--- config.mk ---
export PLATFORM = sky130hd
export DESIGN_NAME = controle_vidas
export DESIGN_NICKNAME = d
export VERILOG_FILES = /design/src/rtl/controle_vidas.sv
export SDC_FILE = /design/constraint.sdc
export NUM_CORES = 1
export LEC_CHECK = 0
export BUFFER_PORTS_ARGS = -buffer_cell sky130_fd_sc_hd__buf_2
export CAP_MARGIN = 20
export CORE_ASPECT_RATIO = 1.1
export CORE_MARGIN = 4
export CORE_UTILIZATION = 58
export DETAILED_ROUTE_END_ITERATION = 8
export PLACE_DENSITY = 0.84
export SLEW_MARGIN = 20
export SYNTH_ARGS = -nofsm -noshare
export SYNTH_HDL_FRONTEND = slang
export SYNTH_SLANG_ARGS = --single-unit
--- constraint.sdc ---
create_clock -name CLOCK_50 -period 4.8 [get_ports CLOCK_50]
set_input_delay 0.24 -clock CLOCK_50 [delete_from_list [all_inputs] [get_ports CLOCK_50]]
set_output_delay 0.24 -clock CLOCK_50 [all_outputs]
set_load 0.005 [all_outputs]
--- src/rtl/controle_vidas.sv ---
// controle_vidas: turns the wrapping 2-bit hit counters of every enemy ball into player lives.
// A new hit costs one life and opens an invulnerability window; reaching zero lives latches
// game over until a restart request.
//
// Ports:
//   CLOCK_50       system clock, all logic on the rising edge
//   reset          synchronous active-high reset
//   pausa          1 = paused: invulnerability timer frozen, hits discarded
//   reiniciarJogo  level-sampled restart request (same effect as reset)
//   n_batidas_bus  ball i hit counter at [2i+1:2i], wraps 3->0
//   vidas          lives remaining
//   game_over      high while the game is over
//   invulneravel   high during the invulnerability window
//   dano           one-cycle pulse on each life loss
//   batidas_total  damaging hits since reset/restart, saturating at 255
module controle_vidas #(
    parameter int unsigned N_BOLAS        = 4,
    parameter int unsigned VIDAS_INICIAIS = 3,
    parameter int unsigned INVULN_CICLOS  = 50_000_000
) (
    input  logic                   CLOCK_50,
    input  logic                   reset,
    input  logic                   pausa,
    input  logic                   reiniciarJogo,
    input  logic [2*N_BOLAS-1:0]   n_batidas_bus,
    output logic [2:0]             vidas,
    output logic                   game_over,
    output logic                   invulneravel,
    output logic                   dano,
    output logic [7:0]             batidas_total
);

    localparam int unsigned HW = $clog2(3 * N_BOLAS + 1);
    localparam int unsigned TW = (INVULN_CICLOS > 1) ? $clog2(INVULN_CICLOS) : 1;

    typedef enum logic [1:0] {
        JOGANDO = 2'd0,
        INVULN  = 2'd1,
        FIM     = 2'd2
    } estado_t;

    estado_t              estado, estado_prox;
    logic [TW-1:0]        timer, timer_prox;
    logic [2*N_BOLAS-1:0] prev;
    logic [2:0]           vidas_prox;
    logic                 dano_prox;
    logic [7:0]           total_prox;
    logic [HW-1:0]        hits;
    logic [1:0]           delta;

    // Sum of per-ball counter advances since last cycle; 2-bit subtraction absorbs the wrap.
    always_comb begin
        hits  = '0;
        delta = '0;
        for (int i = 0; i < int'(N_BOLAS); i++) begin
            delta = n_batidas_bus[2*i +: 2] - prev[2*i +: 2];
            hits  = hits + HW'(delta);
        end
    end

    // Next-state and next-output logic.
    always_comb begin
        estado_prox = estado;
        timer_prox  = timer;
        vidas_prox  = vidas;
        dano_prox   = 1'b0;
        total_prox  = batidas_total;

        case (estado)
            JOGANDO: begin
                // Any number of simultaneous hits costs exactly one life.
                if (!pausa && hits != '0 && vidas != 3'd0) begin
                    vidas_prox = vidas - 3'd1;
                    dano_prox  = 1'b1;
                    if (batidas_total != 8'hFF) begin
                        total_prox = batidas_total + 8'd1;
                    end
                    if (vidas == 3'd1) begin
                        estado_prox = FIM;
                    end else begin
                        estado_prox = INVULN;
                        timer_prox  = TW'(INVULN_CICLOS - 1);
                    end
                end
            end
            INVULN: begin
                if (!pausa) begin
                    if (timer == '0) begin
                        estado_prox = JOGANDO;
                    end else begin
                        timer_prox = timer - TW'(1);
                    end
                end
            end
            FIM: begin
                vidas_prox = 3'd0;
            end
            default: begin
                estado_prox = JOGANDO;
            end
        endcase
    end

    // State and registered outputs; restart behaves exactly like reset.
    always_ff @(posedge CLOCK_50) begin
        if (reset || reiniciarJogo) begin
            estado        <= JOGANDO;
            timer         <= '0;
            vidas         <= 3'(VIDAS_INICIAIS);
            dano          <= 1'b0;
            batidas_total <= 8'd0;
            game_over     <= 1'b0;
            invulneravel  <= 1'b0;
        end else begin
            estado        <= estado_prox;
            timer         <= timer_prox;
            vidas         <= vidas_prox;
            dano          <= dano_prox;
            batidas_total <= total_prox;
            game_over     <= (estado_prox == FIM);
            invulneravel  <= (estado_prox == INVULN);
        end
        // Counters are tracked every cycle so each advance is consumed exactly once.
        prev <= n_batidas_bus;
    end

endmodule
* After elaboration in Yosys (flattened, before gate mapping)
Cells that the tools add are included.
W data, S select, Z words.
** Operators by class
- Add/sub/neg operators :: 10
- Reduce and logical (&&, ||, !) cells :: 14
- Eq/ne operators :: 10
- Muxes and demuxes :: 13
- Bitwise operators :: 1
** Operator list (count)
- $mux W26 :: 4
- $pmux W26 S2 :: 1
- $logic_not A26 Y1 :: 1
- $sub A26 B1 Y26 const B :: 1
- $add A8 B1 Y8 const B :: 1
- $mux W2 :: 4
- $ne A2 B2 Y1 const B :: 4
- $ne A8 B8 Y1 const B :: 1
- $sub A2 B2 Y2 :: 4
- $pmux W2 S3 :: 1
- $pmux W3 S2 :: 1
- $reduce_and A5 Y1 :: 1
- $add A3 B2 Y4 :: 1
- $add A4 B2 Y4 :: 1
- $eq A2 B1 Y1 const B :: 2
- $eq A2 B2 Y1 const B :: 2
- $reduce_bool A2 Y1 :: 2
- $reduce_bool A4 Y1 :: 1
- $add A2 B2 Y3 :: 1
- $eq A3 B1 Y1 const B :: 1
- $mux W3 :: 1
- $reduce_and A3 Y1 :: 1
- $reduce_bool A3 Y1 :: 1
- $sub A3 B1 Y3 const B :: 1
- other kinds (8) :: 9
** Storage, ports and cells
- Register bits after elaboration :: 50
- Logic and storage cells :: 56
- Input port bits :: 12
- Output and inout bits :: 14

* Depth between registers and ports, before layout
- Word-level depth :: 10
- Depth in mapped cells :: 16
- Gate-level depth less buffers :: 15

* Least setup slack after synthesis
OpenSTA, ideal clock, no wires.
- Kind :: register -> register
- Start point :: register prev[6]
- End point :: register estado[0]
- Cell stages (with the launch flop) :: 15
- Data arrival time :: 3.703 ns
- Period minus slack after synthesis :: 3.835 ns
- Library setup time :: 0.132 ns
- Buffers on the path :: 2
- Setup slack :: 0.965 ns
- Required time :: 4.668 ns
- Cells stage by stage :: dfxtp_1 ha_1 xnor2_1 xnor2_1 fa_1 inv_1 fa_1 inv_1 ha_1 fa_1 or4_1 o211ai_1 clkbuf_1 clkbuf_1 a21oi_1
** Between the ends
- Word-level cells in the longest chain between the ends :: 7
** RTL lines
- start, declared :: RTL line 44 : logic [2*N_BOLAS-1:0] prev;
- start signal, assigned :: RTL line 124 : prev <= n_batidas_bus;
- $sub A2 B2 Y2 :: RTL line 56 : delta = n_batidas_bus[2*i +: 2] - prev[2*i +: 2];
- $add A4 B2 Y4 :: RTL line 57 : hits = hits + HW'(delta);
- $reduce_bool A4 Y1 :: RTL line 72 : if (!pausa && hits != '0 && vidas != 3'd0) begin
- $logic_and A1 B1 Y1 (2 in a row) :: RTL line 72
- $mux W2 :: RTL line 72
- $pmux W2 S3 :: RTL line 69 : case (estado)
- end signal, assigned :: RTL line 115 : estado <= estado_prox;
- end, declared :: RTL line 42 : estado_t estado, estado_prox;
Every way passes these cells.
A chain may end at the register's enable or synchronous reset.

* Final worst setup path
- Start point :: register prev[6]
- End point :: register game_over
** Between the ends
- Word-level cells in the longest chain between the ends :: 8
** RTL lines
- $sub A2 B2 Y2 :: RTL line 56
- $add A4 B2 Y4 :: RTL line 57
- $reduce_bool A4 Y1 :: RTL line 72
- $logic_and A1 B1 Y1 (2 in a row) :: RTL line 72
- $mux W2 :: RTL line 72
- $pmux W2 S3 :: RTL line 69
- $eq A2 B2 Y1 :: RTL line 120 : game_over <= (estado_prox == FIM);
- end signal, assigned :: RTL line 120
- end, declared :: RTL line 27 : output logic game_over,
Every way passes these cells.

==> metrics.cfg <==
[routing]
drtIter0Drc=117
drtPass1Iterations=4
wire_per_inst_um=14.3
remaining_drc_errors=0
num_vias=2010
antenna_left=0
drt-total-wl_um=4950
vias_per_cell=5.79

[sta]
max_freq_ghz=0.251
fin_crit_ns=3.98
setup_viol=0
finalMaxSlewViolations=0
tightest_slew_ns=0.816
rsz0062_at_grt=no
fin_tns_setup_ns=0
holdWs_ns=0.0416
post-route-period-util_pct=82.9
skew_ns=0.00716
max-slew-margin-rel_pct=45.5
hold_viol_final=0

[synthesis]
synth-simple-area-share_pct=23.5
synth_xor_area_share_pct=12.2
async_flop_share_pct=0
yosysSeqAreaShare_pct=39.8
synth_edf_count=0
synthMuxAreaShare_pct=0
synthAdderAreaFrac_pct=9.15
yosys.cell_types.count=41
syn_area_sq_um=2510
synth-seq-cells=50
synth_top_family_by_area=simple AND/OR/NAND/NOR gates
synthFlopType=dfxtp_1
syn-instance-count=271
synth_compound_area_share_pct=11.0
yosysWarnings=0
synth_nets=299
syn_area_per_cell_sq_um=9.28

[worst_setup_path]
criticalPathCategory=register to register
rrSetupSlack_ns=0.82
endpoint_kind=register
crit_arrival_ns=4.21
startpoint_type=register
worstPathRequired_ns=5.04
crit_path_max_fanout=14

[finish]
syn2layout_area_growth_pct=9.45
fillCellCount=339
num_antenna_cells=0
final_common_cell=dfxtp_1
final_nets=322
layout_common_cells=dfxtp_1, xnor2_1, buf_2
drive_gt1_share_pct=15.3

[floorplanning]
die_area_sq_um=5450
coreArea_sq_um=4080
io_pins=26
initial_utilization_pct=61.6
die_h_um=77.1
rows=24
dieWidth_um=70.8

[grt]
gr-usage-met3_pct=4.05
gr-usage-met1_pct=22.7
antenna_found_initial=0
grt_busiest_layer=met2
grt_use_total_pct=19.3
grt_pass1_wl_um=8550
overflow=0
grt_max_degree=31
grt_pass1_vias=1942
gr-usage-met2_pct=33.0

[power]
power_density_nw_per_um2=374
p_leak_nw=1.08
irDropWorstVdd_mv=0.204

[clock_network]
root_buffer=clkbuf_8
post_cts_buffers=0
cts_repair_resize_count=0
postCtsHoldBufs=0
clk_pin_slew_worst_paths_ns=0.09
clk_latency_ns=0.31
ctsLongestPathBuffers=2
cts_buffers=5
cts_tree=yes
cts.sinks=50
ctsHtreeMaxLevel=2

[placed_design]
numPortBuffers=25
routabilityCongestion=0.874
dpl.hpwl_um=3580

[hold_path]
hold_class=primary input to register

[outcome]
outcome=complete, no violations

[flow_run]
maxCapViolCount=0

## cell usage after synthesis (3+ instances only)
cell type   n  share of area [%]
a211oi_1    4                1.2
a21oi_1    23                4.6
and3_1      3               0.75
clkbuf_1    7                1.0
dfxtp_1    50                 40
fa_1        4                3.2
ha_1       12                6.0
inv_1      13                1.9
nand2_1     9                1.3
nand3_1     7                1.4
nand4_1     9                2.2
nor2_1     22                3.3
nor3_1      9                1.8
nor4_1     12                3.0
o211ai_1    4                1.2
o31ai_1     3               0.90
or2_2       4               0.99
or3_1       4               0.99
or4_1       7                2.1
xnor2_1    27                9.4
xor2_1      8                2.8
## state kept, by name, indices dropped and copies added (netlist names)
name and flops:
batidas_total 8, invulneravel 1, estado 2, timer 26, prev 8, dano 1
game_over 1, vidas 3
## worst max-delay path, stage by stage (launching register included)
cell	delay [ns]
dfxtp_1	0.32
ha_1	0.19
xnor2_1	0.14
xnor2_1	0.15
fa_1	0.55
inv_1	0.06
fa_1	0.53
inv_1	0.04
ha_1	0.19
fa_1	0.48
or4_1	0.14
nand3_1	0.35
or3b_2	0.60
a21oi_1	0.17
## stage by stage
step	total power (W)	util [%]	cells	instance area [sq um]	setup WS (ns)
2_1_floorplan	0.000720	-	271	2510	0.965
3_3_place_gp	0.000774	65.2	339	2660	0.817
3_5_place_dp	0.000783	65.2	339	2660	0.756
4_1_cts	0.00104	67.4	347	2750	0.805
5_1_grt	0.00110	67.4	347	2750	0.571
6_report	0.00103	67.4	347	2750	0.822
## layer usage
| metal | wire, um | vias to the layer above | share of wire [%] |
|---|---|---|---|
| met4 | 131 | 0 | 2.6 |
| met5 | 0 | - | 0 |
| li1 | - | 1019 | - |
| met2 | 2540 | 42 | 51 |
| met1 | 2110 | 937 | 43 |
| met3 | 177 | 12 | 3.6 |
## worst paths after layout
kind / start / to / cells past startpoint
worst max-delay path: prev[6]$_DFF_P_ / game_over$_SDFF_PP0_ / 13
worst max register to register: prev[6]$_DFF_P_ / game_over$_SDFF_PP0_ / 13
worst min register to register: timer[0]$_SDFFE_PP0P_ / timer[0]$_SDFFE_PP0P_ / 1
worst min-delay path: n_batidas_bus[4] / prev[4]$_DFF_P_ / 1
## area by class of cell
cell class / count / area [sq um] / area share (%)
Clock buffer: 7 / 86.3 / 3.14
Clock inverter: 1 / 5.00 / 0.182
Inverter: 13 / 48.8 / 1.77
Multi-Input combinational cell: 197 / 1410 / 51.1
Sequential cell: 50 / 1000 / 36.4
Tap cell: 52 / 65.1 / 2.36
Timing Repair Buffer: 27 / 140 / 5.09
## cells by family after synthesis
group / after synthesis
flip-flops: 50
adder cells (fa/ha/maj): 16
AND/OR/NAND/NOR: 102
buffers and inverters: 24
XOR/XNOR: 35
AO/OA/AOI/OAI: 44
## where the power goes
group	total, W	internal (W)	switching, W
sequential	0.000472	0.000445	0.0000273
clock	0.000250	0.000116	0.000133
combinational	0.000307	0.000118	0.000189
total	0.00103	0.000680	0.000349
No activity file was read; power rests on OpenSTA's default activity.
